**src/rtl/rv_ctrl_pkg.sv**
```systemverilog
// rv_ctrl_pkg: opcodes, select codes and FSM states shared by the multi-cycle RV32I control unit
package rv_ctrl_pkg;
    localparam logic [6:0] OP_LOAD  = 7'b0000011;
    localparam logic [6:0] OP_STORE = 7'b0100011;
    localparam logic [6:0] OP_R     = 7'b0110011;
    localparam logic [6:0] OP_I     = 7'b0010011;
    localparam logic [6:0] OP_BR    = 7'b1100011;
    localparam logic [6:0] OP_JAL   = 7'b1101111;
    localparam logic [6:0] OP_JALR  = 7'b1100111;
    localparam logic [6:0] OP_LUI   = 7'b0110111;

    localparam logic [2:0] ALU_ADD  = 3'b000;
    localparam logic [2:0] ALU_SUB  = 3'b001;
    localparam logic [2:0] ALU_AND  = 3'b010;
    localparam logic [2:0] ALU_OR   = 3'b011;
    localparam logic [2:0] ALU_SLT  = 3'b100;
    localparam logic [2:0] ALU_XOR  = 3'b101;
    localparam logic [2:0] ALU_SLTU = 3'b110;

    localparam logic [2:0] IMM_I = 3'b000;
    localparam logic [2:0] IMM_S = 3'b001;
    localparam logic [2:0] IMM_B = 3'b010;
    localparam logic [2:0] IMM_J = 3'b011;
    localparam logic [2:0] IMM_U = 3'b100;

    localparam logic [1:0] SRCA_PC    = 2'b00;
    localparam logic [1:0] SRCA_OLDPC = 2'b01;
    localparam logic [1:0] SRCA_A     = 2'b10;
    localparam logic [1:0] SRCB_B     = 2'b00;
    localparam logic [1:0] SRCB_IMM   = 2'b01;
    localparam logic [1:0] SRCB_4     = 2'b10;

    localparam logic [1:0] RES_ALUOUT = 2'b00;
    localparam logic [1:0] RES_MDR    = 2'b01;
    localparam logic [1:0] RES_ALU    = 2'b10;
    localparam logic [1:0] RES_IMM    = 2'b11;

    typedef enum logic [3:0] {
        S_FETCH, S_DECODE, S_MEM_ADR, S_MEM_READ, S_MEM_WB, S_MEM_WRITE, S_EXEC_R,
        S_EXEC_I, S_ALU_WB, S_BRANCH, S_JUMP, S_JALR_ADR, S_LUI, S_TRAP
    } state_t;

    typedef enum logic [1:0] {AC_ADD, AC_SUB, AC_R, AC_I} alu_class_t;
endpackage

```
**src/rtl/rv_multicycle_controller_if.sv**
```systemverilog
// rv_multicycle_controller_if: instruction/status inputs and datapath control outputs of the controller
interface rv_multicycle_controller_if #(parameter int ALU_FUNC_W = 3);
    logic [6:0]            op;
    logic [2:0]            func3;
    logic [6:0]            func7;
    logic                  zero, neg, mem_ready;
    logic                  PC_write, adr_src, IR_write, mem_write, reg_write;
    logic [1:0]            ALU_src_A, ALU_src_B, result_src;
    logic [2:0]            imm_src;
    logic [ALU_FUNC_W-1:0] ALU_func;
    logic                  illegal, retire;

    modport master (
        input  op, func3, func7, zero, neg, mem_ready,
        output PC_write, adr_src, IR_write, mem_write, reg_write, ALU_src_A, ALU_src_B,
               result_src, imm_src, ALU_func, illegal, retire
    );
    modport slave (
        output op, func3, func7, zero, neg, mem_ready,
        input  PC_write, adr_src, IR_write, mem_write, reg_write, ALU_src_A, ALU_src_B,
               result_src, imm_src, ALU_func, illegal, retire
    );
endinterface

```
**src/rtl/rv_alu_decoder.sv**
```systemverilog
// rv_alu_decoder: maps ALU operation class plus func3/func7 to the ALU function code
module rv_alu_decoder
    import rv_ctrl_pkg::*;
#(
    parameter int ALU_FUNC_W = 3
) (
    input  alu_class_t            i_class,
    input  logic [2:0]            i_func3,
    input  logic [6:0]            i_func7,
    output logic [ALU_FUNC_W-1:0] o_alu_func
);
    logic [2:0] w_f3_func;
    logic [2:0] w_func;

    always_comb begin
        w_f3_func = i_func3 == 3'b111 ? ALU_AND  :
                    i_func3 == 3'b110 ? ALU_OR   :
                    i_func3 == 3'b010 ? ALU_SLT  :
                    i_func3 == 3'b100 ? ALU_XOR  :
                    i_func3 == 3'b011 ? ALU_SLTU :
                    (i_func3 == 3'b000 && i_class == AC_R && i_func7 == 7'b0100000) ? ALU_SUB : ALU_ADD;
        w_func    = i_class == AC_SUB ? ALU_SUB : i_class == AC_ADD ? ALU_ADD : w_f3_func;
    end

    assign o_alu_func = ALU_FUNC_W'(w_func);
endmodule

```
**src/rtl/rv_multicycle_controller.sv**
```systemverilog
// rv_multicycle_controller: Moore FSM sequencing fetch/decode/execute/memory/writeback for a multi-cycle RV32I core
module rv_multicycle_controller
    import rv_ctrl_pkg::*;
#(
    parameter bit EN_SIGNED_BR = 1'b1,
    parameter bit EN_TRAP      = 1'b1,
    parameter int ALU_FUNC_W   = 3
) (
    input logic clk,
    input logic rst,
    rv_multicycle_controller_if.master bus
);
    state_t     r_state, w_next;
    alu_class_t w_class;
    logic       w_pc_write, w_ir_write, w_mem_write, w_reg_write, w_retire;
    logic       w_br_ok, w_br_take;

    always_ff @(posedge clk) r_state <= rst ? S_FETCH : w_next;

    // beq/bne test zero, blt/bge test neg; func3[0] inverts the condition
    assign w_br_ok   = bus.func3[2:1] == 2'b00 || (EN_SIGNED_BR && bus.func3[2:1] == 2'b10);
    assign w_br_take = (bus.func3[2] ? bus.neg : bus.zero) ^ bus.func3[0];

    always_comb begin
        w_next         = r_state;
        w_pc_write     = 1'b0;
        w_ir_write     = 1'b0;
        w_mem_write    = 1'b0;
        w_reg_write    = 1'b0;
        w_retire       = 1'b0;
        w_class        = AC_ADD;
        bus.adr_src    = 1'b0;
        bus.ALU_src_A  = SRCA_PC;
        bus.ALU_src_B  = SRCB_B;
        bus.imm_src    = IMM_I;
        bus.result_src = RES_ALUOUT;
        case (r_state)
            S_FETCH: begin
                bus.ALU_src_B  = SRCB_4;
                bus.result_src = RES_ALU;
                w_pc_write     = bus.mem_ready;
                w_ir_write     = bus.mem_ready;
                w_next         = bus.mem_ready ? S_DECODE : S_FETCH;
            end
            S_DECODE: begin
                bus.ALU_src_A = SRCA_OLDPC;
                bus.ALU_src_B = SRCB_IMM;
                bus.imm_src   = bus.op == OP_JAL ? IMM_J : IMM_B;
                case (bus.op)
                    OP_LOAD, OP_STORE: w_next = S_MEM_ADR;
                    OP_R:              w_next = S_EXEC_R;
                    OP_I:              w_next = S_EXEC_I;
                    OP_BR:             w_next = S_BRANCH;
                    OP_JAL:            w_next = S_JUMP;
                    OP_JALR:           w_next = S_JALR_ADR;
                    OP_LUI:            w_next = S_LUI;
                    default: begin
                        w_next   = EN_TRAP ? S_TRAP : S_FETCH;
                        w_retire = !EN_TRAP;
                    end
                endcase
            end
            S_MEM_ADR: begin
                bus.ALU_src_A = SRCA_A;
                bus.ALU_src_B = SRCB_IMM;
                bus.imm_src   = bus.op == OP_STORE ? IMM_S : IMM_I;
                w_next        = bus.op == OP_STORE ? S_MEM_WRITE : S_MEM_READ;
            end
            S_MEM_READ: begin
                bus.adr_src = 1'b1;
                w_next      = bus.mem_ready ? S_MEM_WB : S_MEM_READ;
            end
            S_MEM_WB: begin
                bus.result_src = RES_MDR;
                w_reg_write    = 1'b1;
                w_retire       = 1'b1;
                w_next         = S_FETCH;
            end
            S_MEM_WRITE: begin
                bus.adr_src = 1'b1;
                w_mem_write = 1'b1;
                w_retire    = bus.mem_ready;
                w_next      = bus.mem_ready ? S_FETCH : S_MEM_WRITE;
            end
            S_EXEC_R: begin
                bus.ALU_src_A = SRCA_A;
                w_class       = AC_R;
                w_next        = S_ALU_WB;
            end
            S_EXEC_I: begin
                bus.ALU_src_A = SRCA_A;
                bus.ALU_src_B = SRCB_IMM;
                w_class       = AC_I;
                w_next        = S_ALU_WB;
            end
            S_ALU_WB: begin
                w_reg_write = 1'b1;
                w_retire    = 1'b1;
                w_next      = S_FETCH;
            end
            S_BRANCH: begin
                bus.ALU_src_A = SRCA_A;
                w_class       = AC_SUB;
                w_pc_write    = w_br_ok && w_br_take;
                w_retire      = w_br_ok;
                w_next        = w_br_ok ? S_FETCH : S_TRAP;
            end
            S_JALR_ADR: begin
                bus.ALU_src_A = SRCA_A;
                bus.ALU_src_B = SRCB_IMM;
                w_next        = S_JUMP;
            end
            S_JUMP: begin
                bus.ALU_src_A = SRCA_OLDPC;
                bus.ALU_src_B = SRCB_4;
                w_pc_write    = 1'b1;
                w_next        = S_ALU_WB;
            end
            S_LUI: begin
                bus.imm_src    = IMM_U;
                bus.result_src = RES_IMM;
                w_reg_write    = 1'b1;
                w_retire       = 1'b1;
                w_next         = S_FETCH;
            end
            S_TRAP:  w_next = S_TRAP;
            default: w_next = S_FETCH;
        endcase
    end

    rv_alu_decoder #(.ALU_FUNC_W(ALU_FUNC_W)) u_alu_dec (
        .i_class   (w_class),
        .i_func3   (bus.func3),
        .i_func7   (bus.func7),
        .o_alu_func(bus.ALU_func)
    );

    // TRAP is left only through reset, so the flag is sticky by construction
    assign bus.illegal   = r_state == S_TRAP;
    assign bus.PC_write  = w_pc_write & ~rst;
    assign bus.IR_write  = w_ir_write & ~rst;
    assign bus.mem_write = w_mem_write & ~rst;
    assign bus.reg_write = w_reg_write & ~rst;
    assign bus.retire    = w_retire & ~rst;
endmodule

```
**src/flat_wrapper.sv**
```systemverilog
// flat-port wrapper written by rule: the top's interface ports become plain ports
module rv_multicycle_controller_flat import rv_ctrl_pkg::*;
#(
    parameter bit EN_SIGNED_BR = 1'b1,
    parameter bit EN_TRAP      = 1'b1,
    parameter int ALU_FUNC_W   = 3
)
  (clk, rst, bus_op, bus_func3, bus_func7, bus_zero, bus_neg, bus_mem_ready, bus_PC_write, bus_adr_src, bus_IR_write, bus_mem_write, bus_reg_write, bus_ALU_src_A, bus_ALU_src_B, bus_result_src, bus_imm_src, bus_ALU_func, bus_illegal, bus_retire);
  rv_multicycle_controller_if #(.ALU_FUNC_W(ALU_FUNC_W)) bus_i ();
  input logic clk;
  input logic rst;
  input wire logic [$bits(bus_i.op)-1:0] bus_op;
  input wire logic [$bits(bus_i.func3)-1:0] bus_func3;
  input wire logic [$bits(bus_i.func7)-1:0] bus_func7;
  input wire logic [$bits(bus_i.zero)-1:0] bus_zero;
  input wire logic [$bits(bus_i.neg)-1:0] bus_neg;
  input wire logic [$bits(bus_i.mem_ready)-1:0] bus_mem_ready;
  output wire logic [$bits(bus_i.PC_write)-1:0] bus_PC_write;
  output wire logic [$bits(bus_i.adr_src)-1:0] bus_adr_src;
  output wire logic [$bits(bus_i.IR_write)-1:0] bus_IR_write;
  output wire logic [$bits(bus_i.mem_write)-1:0] bus_mem_write;
  output wire logic [$bits(bus_i.reg_write)-1:0] bus_reg_write;
  output wire logic [$bits(bus_i.ALU_src_A)-1:0] bus_ALU_src_A;
  output wire logic [$bits(bus_i.ALU_src_B)-1:0] bus_ALU_src_B;
  output wire logic [$bits(bus_i.result_src)-1:0] bus_result_src;
  output wire logic [$bits(bus_i.imm_src)-1:0] bus_imm_src;
  output wire logic [$bits(bus_i.ALU_func)-1:0] bus_ALU_func;
  output wire logic [$bits(bus_i.illegal)-1:0] bus_illegal;
  output wire logic [$bits(bus_i.retire)-1:0] bus_retire;
  assign bus_i.op = bus_op;
  assign bus_i.func3 = bus_func3;
  assign bus_i.func7 = bus_func7;
  assign bus_i.zero = bus_zero;
  assign bus_i.neg = bus_neg;
  assign bus_i.mem_ready = bus_mem_ready;
  assign bus_PC_write = bus_i.PC_write;
  assign bus_adr_src = bus_i.adr_src;
  assign bus_IR_write = bus_i.IR_write;
  assign bus_mem_write = bus_i.mem_write;
  assign bus_reg_write = bus_i.reg_write;
  assign bus_ALU_src_A = bus_i.ALU_src_A;
  assign bus_ALU_src_B = bus_i.ALU_src_B;
  assign bus_result_src = bus_i.result_src;
  assign bus_imm_src = bus_i.imm_src;
  assign bus_ALU_func = bus_i.ALU_func;
  assign bus_illegal = bus_i.illegal;
  assign bus_retire = bus_i.retire;
  rv_multicycle_controller #(.EN_SIGNED_BR(EN_SIGNED_BR), .EN_TRAP(EN_TRAP), .ALU_FUNC_W(ALU_FUNC_W)) u_core (.clk(clk), .rst(rst), .bus(bus_i));
endmodule
```
**config.mk**
```make
export PLATFORM = sky130hd
export DESIGN_NAME = rv_multicycle_controller_flat
export DESIGN_NICKNAME = d
export VERILOG_FILES = /design/src/rtl/rv_ctrl_pkg.sv /design/src/rtl/rv_multicycle_controller_if.sv /design/src/rtl/rv_alu_decoder.sv /design/src/rtl/rv_multicycle_controller.sv /design/src/flat_wrapper.sv
export SDC_FILE = /design/constraint.sdc
export NUM_CORES = 1
export LEC_CHECK = 0
export CELL_PAD_IN_SITES_DETAIL_PLACEMENT = 0
export CELL_PAD_IN_SITES_GLOBAL_PLACEMENT = 1
export CORE_MARGIN = 2
export CORE_UTILIZATION = 26
export DETAILED_ROUTE_END_ITERATION = 10
export PLACE_DENSITY_LB_ADDON = 0.05
export SLEW_MARGIN = 20
export SYNTH_ARGS = -nofsm -noshare
export SYNTH_HDL_FRONTEND = slang
export SYNTH_SLANG_ARGS = --single-unit
export TNS_END_PERCENT = 50
```
**constraint.sdc**
```tcl
create_clock -name clk -period 2.8 [get_ports clk]
set_clock_uncertainty 0.2 [all_clocks]
set_input_delay 0.56 -clock clk [delete_from_list [all_inputs] [get_ports clk]]
set_output_delay 0.56 -clock clk [all_outputs]
set_load 0.01 [all_outputs]
```
==> key figures <==
Status
  • Run status: complete, no violations

Critical path
  • Reg-to-reg setup timing slack: 960 ps
  • Critical path launch point type: input port
  • Worst path arrival time: 1970 ps
  • Worst setup path category: input port to primary output
  • Critical R2R Launch: u_core.r_state[3]$_SDFF_PP0_
  • Start point of the critical path: rst
  • Required time reported for the critical path endpoint: 2040 ps
  • Number of cells on the worst reg-to-reg path: 7
  • Worst reg2reg path endpoint: u_core.r_state[2]$_SDFF_PP0_
  • Element type at the critical path end: primary output
  • Largest fanout on the critical path: 7

Timing
  • Final hold vios: 0
  • Final setup fails: 0
  • Worst max-slew margin expressed relative to the limit: 74.4%
  • Highest achievable clock rate: 367 MHz
  • Post-route setup TNS: 0 ps
  • Max-slew violations: 0
  • Post-layout minimum cycle time: 2730 ps
  • Setup slack after layout: 72.4 ps
  • Portion of the clock cycle consumed by the worst path in the final layout: 97.4%
  • Worst-Margin Slew: 384 ps
  • RSZ-0062 raised after global routing: true

Power and ir drop
  • VDD IR-drop max: 362 µV
  • LEAKAGE: 0.529 nW
  • Power after layout: 0.829 mW
  • Total power density per cell area: 644 nW/µm²

Final layout
  • Largest Register: u_core.r_state
  • Area taken by flip-flops and latches: 80.1 µm²
  • Biggest regs: u_core.r_state x4
  • Nets@finish: 194
  • Most common cell after layout, fill and taps aside: sky130_fd_sc_hd__clkdlybuf4s50_1
  • Most frequent cells in the layout: sky130_fd_sc_hd__clkdlybuf4s50_1, sky130_fd_sc_hd__buf_4, sky130_fd_sc_hd__nand2_1, sky130_fd_sc_hd__nor2_1, sky130_fd_sc_hd__a21oi_1
  • Max FFs per register: 4
  • FILL cells: 295
  • Share of post-route cells with drive strength above 1: 17.6%
  • Final antenna diode count: 0
  • Final core occ: 47.1%
  • Synth-to-Final Area Change: 74.1%
  • Area of combinational cells with multiple inputs: 604 µm²

Synth
  • Share of flip-flops with an asynchronous set or reset: 0%
  • Number of warnings printed during yosys synthesis: 0
  • Number of flops mapped to enable cells by yosys: 0
  • Syn avg cell area: 6.21 µm²
  • Synthesized net count: 141
  • Leading cell types by total area after synthesis: sky130_fd_sc_hd__dfxtp_1, sky130_fd_sc_hd__a21oi_1, sky130_fd_sc_hd__nand2_1
  • Area share of the largest cell type after synthesis: 10.8%
  • Cell taking the most area after synthesis: sky130_fd_sc_hd__dfxtp_1
  • Synthesized instance count: 119
  • Ys flop type: sky130_fd_sc_hd__dfxtp_1
  • Post-synthesis register bit count: 4
  • Count of unique library cells instantiated by Yosys: 36
  • Sequential area share after synthesis: 10.8%
  • Synth Cell Area: 739 µm²

Clock tree
  • Number of buffers inserted for hold repair after clock tree synthesis: 0
  • Maximum clock path buffer count: 2
  • Sinks on the clock net: 4
  • Number of buffers added for setup after CTS: 0
  • Number of CTS-inserted buffers: 3
  • Skew-Pair Late Insertion Delay: 230 ps
  • Master cell of the clock root buffer: sky130_fd_sc_hd__clkbuf_4
  • Clock slew seen by the registers of the worst setup and hold paths: 40 ps
  • H-Tree Depth: 1
  • CTS tree: done

Global route
  • Wire length of the first global-routing pass: 4.17 mm
  • GRT overflow: 0
  • Maximum number of pins on one net before global-route repair: 18
  • Number of global-route vias before repair: 1,008
  • Global-route total usage across every layer: 15.6%
  • Number of antenna violations at the first check in global routing: 0

Detailed routing
  • Routed wire length: 2.56 mm
  • Length of the first detailed-routing pass in iterations: 4
  • Avg Vias per Cell: 5.31
  • Average wire per standard cell: 12.8 µm
  • DRC violations left: 0
  • Number of DRC markers after the initial detailed-route iteration: 16
  • Via total after detailed routing: 1,068
  • Antenna-violating nets left: 0

Place
  • Count of input and output buffers: 40
  • Routability congestion estimate from global placement: 0.785
  • Detailed placement HPWL: 2.10 mm
  • Setup slack at placement: -260 ps

Die
  • Core outline area: 2730 µm²
  • Vertical die dimension: 57.3 µm
  • Number of core rows: 19
  • Effective utilization at floorplan: 27.0%
  • Number of primary I/O pins: 41
  • Area of the die: 3290 µm²
  • Die width: 57.3 µm

Job
  • Max-Cap Viols: 0

Worst hold path
  • End point of the most critical hold path: u_core.r_state[2]$_SDFF_PP0_
  • Worst min path class: register to register
  • Worst Hold Launch: u_core.r_state[0]$_SDFF_PP0_
  • Number of instances on the worst hold path: 3
-- report_power, final --
part | leakage (nW) | switching [mW] | total, mW | internal, mW
Clock | 0.0138 | 0.0224 | 0.0702 | 0.0479
Sequential | 0.0327 | 0.0279 | 0.102 | 0.0744
Combinational | 0.483 | 0.335 | 0.656 | 0.322
-- per-stage QoR --
step / hold WS, ps / cells / cell area, µm²
floorplan: 429 / 119 / 739
global placement: 509 / 198 / 1260
detailed placement: 526 / 198 / 1260
CTS: 539 / 201 / 1280
global route: 610 / 201 / 1290
finish: 531 / 201 / 1290
-- synth_stat cells (3+ instances only) --
library cell,number
sky130_fd_sc_hd__nor2_1,14
sky130_fd_sc_hd__nor2b_1,4
sky130_fd_sc_hd__o21ai_0,9
sky130_fd_sc_hd__a21oi_1,11
sky130_fd_sc_hd__inv_1,3
sky130_fd_sc_hd__nand2_1,14
sky130_fd_sc_hd__a31oi_1,4
sky130_fd_sc_hd__buf_2,6
sky130_fd_sc_hd__nor3_1,9
sky130_fd_sc_hd__nand3_1,6
sky130_fd_sc_hd__mux2i_1,3
sky130_fd_sc_hd__dfxtp_1,4
sky130_fd_sc_hd__nor4_1,3
-- per-layer routing --
layer,track usage [%],vias to the layer above,share of wire (%)
met1,20.1,506,46
li1,-,542,-
met4,4.98,0,0
met2,27.3,20,49
met3,1.59,0,5.1
met5,0,-,0
-- critical path, stage by stage --
cell,delay [ps]
sky130_fd_sc_hd__clkdlybuf4s50_1,530
sky130_fd_sc_hd__nor4_1,290
sky130_fd_sc_hd__clkdlybuf4s50_1,590
-- repair_timing --
| item | 4_1_cts | 5_1_grt |
|---|---|---|
| endpoints found under the hold margin | 0 | 0 |
| pin swaps | 1 | 0 |
| resized for setup | 7 | 4 |
| endpoints found under the setup margin | 4 | 4 |
-- final cells by class --
cell class	instances	area share [%]
multi-input combinational	102	46.9
timing repair buffer	57	40.8
sequential	4	6.22
tap	31	3.01
clock buffer	3	1.75
inverter	4	1.26
-- worst max-delay path by stage --
stage | to | slack (ps)
after CTS | bus_imm_src[0] | -90
after floorplan | bus_imm_src[0] | 700
final | bus_mem_write | 70
after global placement | bus_PC_write | -230
after global routing | bus_PC_write | -30
after detailed placement | bus_PC_write | -260
-- cells by family after synthesis --
| kind of cell | count (synthesis) | synth area share [%] |
|---|---|---|
| AO/OA/AOI/OAI | 37 | 33.0 |
| XOR/XNOR | 3 | 3.55 |
| buffers and inverters | 13 | 8.80 |
| flip-flops | 4 | 10.8 |
| multiplexers | 3 | 4.06 |
| AND/OR/NAND/NOR | 59 | 39.8 |
Power figures use the tool's default switching activity.
